## src/rtl/spi_dac_responder.sv

```systemverilog
// SPI target end of the DAC configuration link (mode 0, MSB first).
// Oversamples sck/cs_n/mosi in the dac_clk domain; decodes 24-bit frames
// {R/nW, 3 reserved, addr, data} into a write strobe, and optionally serves
// readback data on MISO from a local register file.
// Optional feature macro: RESP_READBACK_EN (register file + MISO readback).
// Ports:
//   dac_clk, rst_n              system clock, synchronous active-low reset
//   dac_sck_i/cs_n_i/mosi_i     SPI pins from the master (asynchronous)
//   dac_miso_o                  SPI data to master (registered)
//   wr_valid, wr_addr, wr_data  one-cycle committed-write strobe and payload
//   frame_err                   one-cycle strobe for a malformed frame
//   frame_cnt                   count of good frames (wrapping)
module spi_dac_responder #(
  parameter int unsigned ADDR_W     = 4,
  parameter int unsigned DATA_W     = 16,
  parameter int unsigned FRAME_BITS = 24,
  parameter int unsigned CNT_W      = 16
) (
  input  logic              dac_clk,
  input  logic              rst_n,
  input  logic              dac_sck_i,
  input  logic              dac_cs_n_i,
  input  logic              dac_mosi_i,
  output logic              dac_miso_o,
  output logic              wr_valid,
  output logic [ADDR_W-1:0] wr_addr,
  output logic [DATA_W-1:0] wr_data,
  output logic              frame_err,
  output logic [CNT_W-1:0]  frame_cnt
);

  localparam int unsigned BIT_CNT_W = $clog2(FRAME_BITS + 2);
  localparam int unsigned HDR_BITS  = 8;
  localparam int unsigned DEPTH     = 1 << ADDR_W;

  typedef enum logic [1:0] {WAIT_IDLE, IDLE, SHIFT} state_t;

  state_t state, state_nxt;

  // 2-FF synchronizers plus a third stage for edge detection; [0] is stage 1
  logic [2:0] sck_sync, cs_sync, mosi_sync;

  always_ff @(posedge dac_clk) begin
    if (!rst_n) begin
      sck_sync  <= '0;
      cs_sync   <= '0;
      mosi_sync <= '0;
    end else begin
      sck_sync  <= {sck_sync[1:0], dac_sck_i};
      cs_sync   <= {cs_sync[1:0], dac_cs_n_i};
      mosi_sync <= {mosi_sync[1:0], dac_mosi_i};
    end
  end

  logic sck_rise, cs_rise, cs_fall, cs_n_s, mosi_s;
  assign sck_rise = sck_sync[1] & ~sck_sync[2];
  assign cs_rise  = cs_sync[1] & ~cs_sync[2];
  assign cs_fall  = ~cs_sync[1] & cs_sync[2];
  assign cs_n_s   = cs_sync[1];
  assign mosi_s   = mosi_sync[2];

  logic start_c, shift_c, commit_c;

  always_ff @(posedge dac_clk) begin
    if (!rst_n) state <= WAIT_IDLE;
    else        state <= state_nxt;
  end

  // Next state; an sck rise coincident with a cs_n edge is never counted
  always_comb begin
    state_nxt = state;
    start_c   = 1'b0;
    shift_c   = 1'b0;
    commit_c  = 1'b0;
    unique case (state)
      WAIT_IDLE: if (cs_n_s) state_nxt = IDLE;
      IDLE: begin
        if (cs_fall) begin
          state_nxt = SHIFT;
          start_c   = 1'b1;
        end
      end
      SHIFT: begin
        if (cs_rise) begin
          state_nxt = IDLE;
          commit_c  = 1'b1;
        end else if (sck_rise) begin
          shift_c = 1'b1;
        end
      end
      default: state_nxt = WAIT_IDLE;
    endcase
  end

  logic [FRAME_BITS-1:0] shreg;
  logic [BIT_CNT_W-1:0]  bit_cnt;

  // Receive shifter and saturating bit counter
  always_ff @(posedge dac_clk) begin
    if (!rst_n) begin
      shreg   <= '0;
      bit_cnt <= '0;
    end else if (start_c) begin
      shreg   <= '0;
      bit_cnt <= '0;
    end else if (shift_c) begin
      shreg <= {shreg[FRAME_BITS-2:0], mosi_s};
      if (bit_cnt != BIT_CNT_W'(FRAME_BITS + 1)) bit_cnt <= bit_cnt + BIT_CNT_W'(1);
    end
  end

  logic              frame_good, frame_rd;
  logic [ADDR_W-1:0] frame_addr;
  logic [DATA_W-1:0] frame_data;
  logic              unused_rsvd;
  assign frame_good  = (bit_cnt == BIT_CNT_W'(FRAME_BITS));
  assign frame_rd    = shreg[FRAME_BITS-1];
  assign frame_addr  = shreg[DATA_W +: ADDR_W];
  assign frame_data  = shreg[DATA_W-1:0];
  assign unused_rsvd = ^shreg[FRAME_BITS-2:DATA_W+ADDR_W];

`ifdef RESP_READBACK_EN
  logic [DATA_W-1:0] regs [DEPTH];
`endif

  // Frame commit: strobes, write payload, good-frame counter, register file
  always_ff @(posedge dac_clk) begin
    if (!rst_n) begin
      wr_valid  <= 1'b0;
      wr_addr   <= '0;
      wr_data   <= '0;
      frame_err <= 1'b0;
      frame_cnt <= '0;
`ifdef RESP_READBACK_EN
      for (int i = 0; i < DEPTH; i++) regs[i] <= '0;
`endif
    end else begin
      wr_valid  <= 1'b0;
      frame_err <= 1'b0;
      if (commit_c) begin
        if (frame_good) begin
          frame_cnt <= frame_cnt + CNT_W'(1);
          if (!frame_rd) begin
            wr_valid <= 1'b1;
            wr_addr  <= frame_addr;
            wr_data  <= frame_data;
`ifdef RESP_READBACK_EN
            regs[frame_addr] <= frame_data;
`endif
          end
        end else begin
          frame_err <= 1'b1;
        end
      end
    end
  end

`ifdef RESP_READBACK_EN
  localparam int unsigned TX_CNT_W = $clog2(DATA_W + 1);

  logic              sck_fall, load_c;
  logic [ADDR_W-1:0] rd_addr;
  logic [DATA_W-1:0] tx_shift;
  logic [TX_CNT_W-1:0] tx_left;

  assign sck_fall = ~sck_sync[1] & sck_sync[2];
  // Header completes on the 8th rise: shreg holds the first 7 bits, mosi the 8th
  assign rd_addr  = {shreg[ADDR_W-2:0], mosi_s};
  assign load_c   = shift_c && (bit_cnt == BIT_CNT_W'(HDR_BITS - 1)) && shreg[HDR_BITS-2];

  // Readback shifter: loaded at header end, one bit per sck fall afterwards
  always_ff @(posedge dac_clk) begin
    if (!rst_n) begin
      dac_miso_o <= 1'b0;
      tx_shift   <= '0;
      tx_left    <= '0;
    end else if (state != SHIFT || cs_rise) begin
      dac_miso_o <= 1'b0;
      tx_left    <= '0;
    end else if (load_c) begin
      tx_shift <= regs[rd_addr];
      tx_left  <= TX_CNT_W'(DATA_W);
    end else if (sck_fall) begin
      if (tx_left != '0) begin
        dac_miso_o <= tx_shift[DATA_W-1];
        tx_shift   <= {tx_shift[DATA_W-2:0], 1'b0};
        tx_left    <= tx_left - TX_CNT_W'(1);
      end else begin
        dac_miso_o <= 1'b0;
      end
    end
  end
`else
  assign dac_miso_o = 1'b0;
`endif

endmodule

```

## config.mk

```make
export PLATFORM = sky130hd
export DESIGN_NAME = spi_dac_responder
export DESIGN_NICKNAME = d
export VERILOG_FILES = /design/src/rtl/spi_dac_responder.sv
export SDC_FILE = /design/constraint.sdc
export NUM_CORES = 1
export LEC_CHECK = 0
export ABC_CLOCK_PERIOD_IN_PS = 2000
export CAP_MARGIN = 20
export CELL_PAD_IN_SITES_DETAIL_PLACEMENT = 0
export CELL_PAD_IN_SITES_GLOBAL_PLACEMENT = 1
export CORE_ASPECT_RATIO = 0.8
export CORE_UTILIZATION = 44
export DETAILED_ROUTE_END_ITERATION = 8
export DONT_BUFFER_PORTS = 1
export GPL_TIMING_DRIVEN = 0
export PLACE_DENSITY_LB_ADDON = 0.25
export SKIP_LAST_GASP = 1
export SLEW_MARGIN = 15
export SYNTH_ARGS = -nofsm -noshare
export SYNTH_HDL_FRONTEND = slang
export SYNTH_SLANG_ARGS = --single-unit
```

## constraint.sdc

```tcl
create_clock -name dac_clk -period 2 [get_ports dac_clk]
set_input_delay 0.6 -clock dac_clk [delete_from_list [all_inputs] [get_ports dac_clk]]
set_output_delay 0.6 -clock dac_clk [all_outputs]
set_load 0.02 [all_outputs]
```

# [Word-level counts from Yosys, hierarchy flattened]
# Index checks and enable logic that the tools add are counted.
[totals] reg_bits=78 out_inout_bits=39 input_bits=5
[op_classes] mux=13 addsub=2 eq_ne=7 bitwise=8 reduce_logical=8
[ops] cell="$add A16 B1 Y16 const B" count=1
[ops] cell="$mux W1" count=9
[ops] cell="$reduce_and A3 Y1" count=3
[ops] cell="$mux W2" count=3
[ops] cell="$ne A2 B2 Y1 const B" count=3
[ops] cell="$pmux W2 S3" count=1
[ops] cell="$reduce_and A2 Y1" count=3
[ops] cell="$add A5 B1 Y5 const B" count=1
[ops] cell="$eq A5 B5 Y1 const B" count=1
[ops] cell="$ne A5 B5 Y1 const B" count=1
[ops] cell="$not A1 Y1" count=5
[ops] cell="$and A1 B1 Y1" count=3
[ops] cell="$eq A2 B1 Y1 const B" count=1
[ops] cell="$eq A2 B2 Y1 const B" count=1
[ops] cell="$logic_not A2 Y1" count=1
[ops] cell="$reduce_or A2 Y1" count=1

# [Longest topological paths before layout]
# Gate-level depths: netlist of the first run.
[logic_depth] ltp_word=6 depth_mapped=8

# [Worst setup path before layout of the first run]
# OpenSTA, ideal clock, no wires.
[synth_timing] kind="register -> register" startpoint="reg bit_cnt[0]" endpoint="reg frame_cnt[14]" stages_incl_launch_ff=8 t_required_ns=1.930 arrival_ns=1.794 period_less_slack_ns=1.864 n_path_buf=1 slack_ns=0.136 path_cell_list="dfxtp_1 inv_1 ha_1 nand4b_1 or4_1 buf_2 or3_1 a21oi_1"
[synth_via] elab_chain_cells=2
[synth_lines] item="start, declared" line="96" source="logic [BIT_CNT_W-1:0] bit_cnt;"
[synth_lines] item="start signal, assigned" line="108" source="if (bit_cnt != BIT_CNT_W'(FRAME_BITS + 1)) bit_cnt <= bit_cnt + BIT_CNT_W'(1);"
[synth_lines] item="$eq A5 B5 Y1" line="116" source="assign frame_good = (bit_cnt == BIT_CNT_W'(FRAME_BITS));"
[synth_lines] item="$reduce_and A2 Y1 (no line)"
[synth_lines] item="end signal, assigned" line="142" source="frame_cnt <= frame_cnt + CNT_W'(1);"
[synth_lines] item="end, declared" line="29" source="output logic [CNT_W-1:0] frame_cnt"
# No other way between the ends.
# A chain may end at the register's enable or synchronous reset.

# [Final worst setup path of the first run]
[layout_timing] startpoint="reg frame_cnt[6]" endpoint="reg frame_cnt[14]"
[layout_via] elab_chain_cells=1
[layout_lines] item="$add A16 B1 Y16" line="142"
# No other way between the ends.

==> flow_summary_export.csv, run 1 <==
group,metric,value,unit
status,status,"finished, final reports clean",
logic_synthesis,synthAdderAreaFrac,1.70,%
global_routing,grt_max_degree,13,
critical_path,path_buf_inv,1,
detailed_routing,drtIter0Drc,93,
logic_synthesis,avgSynthCellArea,8.26,um^2
timing,tightest_slew,543,ps
clock_network,cts_tree,"built",
logic_synthesis,synth-seq-cells,78,
finish,fin_cells,456,
detailed_routing,drc_errors,0,
clock_network,clk_pin_slew,70,ps
critical_path,reg2reg_from,"frame_cnt[6]",
logic_synthesis,ys_seq_area_share,53.0,%
die,die_w,93.5,um
critical_path,crit_path_end_kind,"flop",
global_routing,grt-ovfl-total,0,
logic_synthesis,synth_nets,366,
placement,dpl.hpwl,4.02,mm
logic_synthesis,synthXorXnorAreaFrac,2.97,%
pwr,leakagePower,1.08,nW
global_routing,grt_pass1_vias,2081,
timing,clock.fmax,522,MHz
critical_path,worstSetupStartpointType,"flop",
die,die_area,7030,um^2
timing,rsz0062_at_grt,"false",
clock_network,cts_root_buf,"clkbuf_8",
timing,setup_viol,0,
pwr,power_density,900,nW/um^2
timing,hold_viol,0,
critical_path,crit_family,"simple AND/OR/NAND/NOR gates",
critical_path,cp.arrival,2190,ps
die,start_util,45.8,%
detailed_routing,routedWlPerCell,12.9,um
detailed_routing,wl,5.90,mm
detailed_routing,vias,2306,
global_routing,antenna_found_initial,0,
logic_synthesis,syn_inst,357,
run,maxCapViolCount,0,
clock_network,cts.sinks,78,
global_routing,grtUsageTotal,18.2,%
critical_path,crit_path_top_delay_cell,"or4_1",
finish,fill_cells,608,
critical_path,path_cells,"nand4_1, or4_1, buf_4, or3_1, a21oi_1",
detailed_routing,firstDrtPassIters,4,
min_path,worstHoldPathType,"in -> reg",
finish,area_growth,13.6,%
logic_synthesis,ys.warnings.count,0,
critical_path,r2r_cells,5,
clock_network,cts_buffers,9,
global_routing,grt_pass1_wl,9.70,mm
die,coreArea,6440,um^2
timing,maxSlewViolCount,0,
clock_network,ctsHoldBuffers,0,
clock_network,clock_latency,350,ps
clock_network,h-tree-depth,3,
logic_synthesis,synth_compound_area_share,11.1,%
logic_synthesis,synth_top_family_by_area,"simple AND/OR/NAND/NOR gates",
critical_path,startpoint,"frame_cnt[6]",
critical_path,cp.depth,5,
clock_network,cts_post_setup_buffers_inserted,0,
finish,fin_nets,377,
die,rows,26,
logic_synthesis,synth.mux.area_fraction,0.722,%
timing,post-route-period-util,95.8,%
min_path,holdCritStartpoint,"dac_sck_i",
pwr,peakVddDrop,0.000520,V
critical_path,required,2270,ps
placement,portBuffers,0,
critical_path,r2r_slack,80,ps
logic_synthesis,synth.cell_area,2950,um^2
die,die_h,75.2,um
timing,period_minus_slack,1920,ps
logic_synthesis,synth_cell_types,34,
finish,final_core_util,52.0,%
placement,place.gp.congestion,0.819,
critical_path,cp_max_fo,7,
logic_synthesis,yosys.area_share.simple,26.3,%
clock_network,clock_path_buffers,2,
die,ios,44,
min_path,holdPathStages,1,
timing,relSlewSlack,63.8,%
finish,diodes,0,
critical_path,crit_type,"reg -> reg",
timing,finalClockSkew,6.28,ps
finish,layout-drive-gt1-share,11.6,%
detailed_routing,ant_nets,0,
detailed_routing,viasPerCell,5.06,
placement,dp_cells,441,
critical_path,slowest_delay,500,ps
[final timing paths]
check,end
setup reg to reg,frame_cnt[14]
hold / removal,sck_sync[0]
setup / recovery,frame_cnt[14]
hold reg to reg,shreg[0]
[what timing repair did]
action	4_1_cts	5_1_grt
resized for setup	11	23
pin swaps	0	1
setup endpoints to repair	34	48
[worst register-to-register path: stages, from the launching register on]
cell and delay, ps:
dfxtp_1 490, nand4_1 210, or4_1 500, buf_4 170, or3_1 340, a21oi_1 140
[where the power goes]
part / total, mW / switching, mW / internal, mW
Sequential: 1.56 / 0.00441 / 1.56
Combinational: 0.0533 / 0.0374 / 0.0159
Clock: 1.40 / 0.544 / 0.855
[metrics by stage]
stage               hold slack [ps]  area [um^2]  total power [mW]  worst slack (ps)  setup TNS, ps
finish                          377         3350              3.01              83.6              0
global route                    352         3350              3.12             0.668              0
CTS                             358         3300              3.05              6.23              0
detailed placement              419         3050              1.65              -119          -1620
global placement                415         3050              1.65             -92.9          -1340
floorplan                       412         2950              1.64               136              0
[sequential cells by signal (all words and copies together), names as in the netlist]
name	flops
wr_data	16
bit_cnt	5
state	2
sck_sync	3
wr_addr	4
frame_cnt	16
cs_sync	3
mosi_sync	3
wr_valid	1
frame_err	1
shreg	24
[area by class of cell]
type                       count  area, um^2  share of cell area, %
clock buffer                  11         141                   4.22
tap                           84         105                   3.14
multi-input combinational    248        1300                   38.7
clock inverter                 4        95.1                   2.84
sequential                    78        1580                   47.0
inverter                      10        37.5                   1.12
buffer                        21        98.8                   2.95
[cell families (layout without fill, tap and decap cells)]
group                      Yosys count  in the layout
other                                1              1
buffers and inverters               31             46
adders and majority gates            4              4
AOI/OAI and AO/OA                   63             63
DFF                                 78             78
and+or+nand+nor                    168            168
muxes                                2              2
xor gates and xnor gates            10             10
[placed cells by master, fill, tap and decap left out, types with 3 or more instances in the layout]
cell | netlist | final
nand3_1 | 7 | 7
o21ai_0 | 7 | 7
nor3_1 | 6 | 6
nand4_1 | 4 | 4
xnor2_1 | 9 | 9
nor2_1 | 19 | 19
nand2_1 | 95 | 95
buf_2 | 1 | 4
and2_1 | 9 | 9
dfxtp_1 | 78 | 71
inv_1 | 10 | 8
clkbuf_2 | 0 | 6
bufinv_16 | 0 | 3
nor4_1 | 5 | 5
nand2b_1 | 4 | 4
dfxtp_2 | 0 | 5
clkbuf_8 | 0 | 10
or3_1 | 9 | 9
a21oi_1 | 53 | 52
clkbuf_1 | 16 | 10
[synthesized netlist by cell type]
library cell  number  area [um^2]
a211oi_1           1         7.51
a21oi_1           53          265
a2bb2oi_1          1         8.76
a41o_1             1         10.0
and2_1             9         56.3
and4_1             1         8.76
buf_1              3         11.3
buf_2              1         5.00
buf_4              1         7.51
clkbuf_1          16         60.1
conb_1             1         3.75
dfxtp_1           78         1560
ha_1               4         50.1
inv_1             10         37.5
mux2_2             1         11.3
mux2i_1            1         10.0
nand2_1           95          357
nand2b_1           4         25.0
nand3_1            7         35.0
nand4_1            4         25.0
nand4b_1           2         17.5
nand4bb_1          1         11.3
nor2_1            19         71.3
nor2b_1            1         6.26
nor3_1             6         30.0
nor3_2             1         10.0
nor4_1             5         31.3
nor4bb_1           1         10.0
o21ai_0            7         35.0
or3_1              9         56.3
or4_1              2         15.0
or4b_2             1         10.0
xnor2_1            9         78.8
xor2_1             1         8.76
[routing by layer]
layer	GRT usage (%)	up-vias	part of all wire, %
met4	8.21	0	1.6
met2	28.1	39	43
li1	-	1205	-
met1	23.1	1054	51
met3	6.36	8	4.6
met5	0	-	0
Power figures use the tool's default switching activity.
==> run 2, diff against run 1 <==
- CTS_BUF_LIST: default -> sky130_fd_sc_hd__clkbuf_8 sky130_fd_sc_hd__clkbuf_16
==> run 2 against run 1 <==
  * Die area did not move
  * Largest cell class unchanged
  * Sequential share of layout area did not move
  * Clock skew barely moved
  * Via count did not move
  * Sequential cell count did not move
  * Core utilization did not move
  * Routed wire length barely moved
  * Cell area did not move
  * Fmax did not move
  * Sequential power barely moved
  * Largest power group unchanged
==> flow_summary_export.csv, run 2 (synthesis results as in run 1) <==
group,metric,value,unit
critical_path,cp.arrival,2190,ps
clock_network,cts_root_buf,"clkbuf_8",
die,ios,44,
critical_path,crit_type,"reg -> reg",
clock_network,clk_pin_slew,70,ps
pwr,power_density,899,nW/um^2
critical_path,crit_path_end_kind,"flop",
global_routing,antenna_found_initial,0,
detailed_routing,drc_errors,0,
timing,relSlewSlack,63.8,%
min_path,worstHoldPathType,"in -> reg",
clock_network,cts_tree,"built",
timing,clock.fmax,522,MHz
finish,area_growth,13.6,%
clock_network,clock_latency,350,ps
placement,placed_area,3050,um^2
finish,top_register,"shreg",
die,die_h,75.2,um
clock_network,cts.sinks,78,
critical_path,worstSetupStartpointType,"flop",
timing,maxSlewViolCount,0,
pwr,peakVddDrop,0.000520,V
detailed_routing,vias,2306,
detailed_routing,firstDrtPassIters,4,
timing,finalClockSkew,6.38,ps
critical_path,cp_max_fo,7,
finish,fin_nets,377,
finish,mostFrequentLayoutCell,"nand2_1",
clock_network,cts_buffers,9,
detailed_routing,ant_nets,0,
critical_path,slowest_delay,500,ps
die,die_area,7030,um^2
die,coreArea,6440,um^2
timing,period_minus_slack,1920,ps
die,die_w,93.5,um
finish,final_cell_mix,"95 x nand2_1, 71 x dfxtp_1, 52 x a21oi_1",
critical_path,crit_path_top_delay_cell,"or4_1",
die,rows,26,
timing,hold_viol,0,
global_routing,grt_max_degree,13,
critical_path,r2r_cells,5,
critical_path,path_cells,"nand4_1, or4_1, buf_4, or3_1, a21oi_1",
global_routing,grt-ovfl-total,0,
clock_network,h-tree-depth,3,
timing,hold_ws,377,ps
detailed_routing,wl,5.90,mm
finish,design_area,3350,um^2
detailed_routing,viasPerCell,5.06,
status,status,"finished, final reports clean",
finish,diodes,0,
die,start_util,45.8,%
placement,dpl.hpwl,4.02,mm
global_routing,grt_pass1_vias,2081,
clock_network,clock_path_buffers,2,
timing,tightest_slew,543,ps
min_path,holdPathStages,1,
finish,top_regs,"shreg (24), frame_cnt (16), wr_data (16)",
critical_path,required,2270,ps
placement,place.gp.congestion,0.819,
global_routing,grt_pass1_wl,9.70,mm
placement,portBuffers,0,
timing,setup_viol,0,
finish,layout-drive-gt1-share,11.6,%
pwr,leakagePower,1.09,nW
timing,rsz0062_at_grt,"false",
detailed_routing,routedWlPerCell,12.9,um
run,maxCapViolCount,0,
detailed_routing,drtIter0Drc,93,
timing,post-route-period-util,95.8,%
finish,fill_cells,608,
global_routing,grtUsageTotal,18.2,%
timing,finalSetupTns,0,ps
finish,largest_reg_flops,24,
## run 2: where the power goes
group	switching [mW]	internal (mW)	leakage [nW]	total [mW]
Combinational	0.0374	0.0159	0.332	0.0533
Clock	0.544	0.850	0.124	1.39
Sequential	0.00441	1.56	0.634	1.56
Total	0.586	2.42	1.09	3.01
## run 2: timing repair
action                                  CTS  global route
hold buffers                              0             0
cloned                                    0             0
setup buffers                             0             0
pin swaps                                 0             1
endpoints found under the setup margin   34            48
gates resized for setup                  11            23
## run 2: critical path, delay by kind of cell (launching register included)
kind                   cells  cell delay [ps]
and+or+nand+nor            3             1050
AOI/OAI and AO/OA          1              140
DFF                        1              490
buffers and inverters      1              170
## run 2: area by class of cell
type                            instances  area [um^2]  area share, %
Sequential cell                        78         1580           47.0
Multi-Input combinational cell        248         1300           38.7
Clock buffer                           10          138           4.11
Tap cell                               84          105           3.14
Clock inverter                          5         98.8           2.95
Buffer                                 21         98.8           2.95
Inverter                               10         37.5           1.12
## run 2: path summary, 6_finish.rpt
path	start	to	slack [ps]
max	frame_cnt[6]	frame_cnt[14]	80
min	dac_sck_i	sck_sync[0]	380
max reg2reg	frame_cnt[6]	frame_cnt[14]	80
min reg2reg	mosi_sync[2]	shreg[0]	430
## run 2: metrics by stage
stage | power [mW] | instances | setup WS, ps | util [%]
2_1_floorplan | 1.64 | 357 | 136 | -
3_3_place_gp | 1.65 | 441 | -92.9 | 47.4
3_5_place_dp | 1.65 | 441 | -119 | 47.4
4_1_cts | 3.05 | 456 | 6.23 | 51.3
5_1_grt | 3.11 | 456 | 0.668 | 52.0
6_report | 3.01 | 456 | 83.6 | 52.0
## run 2: metal layers
| layer | share of wire (%) | wire length [um] | track usage [%] | vias up |
|---|---|---|---|---|
| met3 | 4.6 | 270 | 6.36 | 8 |
| met5 | 0 | 0 | 0 | - |
| met1 | 51 | 3020 | 23.1 | 1054 |
| met2 | 43 | 2520 | 28.1 | 39 |
| met4 | 1.6 | 94 | 8.21 | 0 |
| li1 | - | - | - | 1205 |
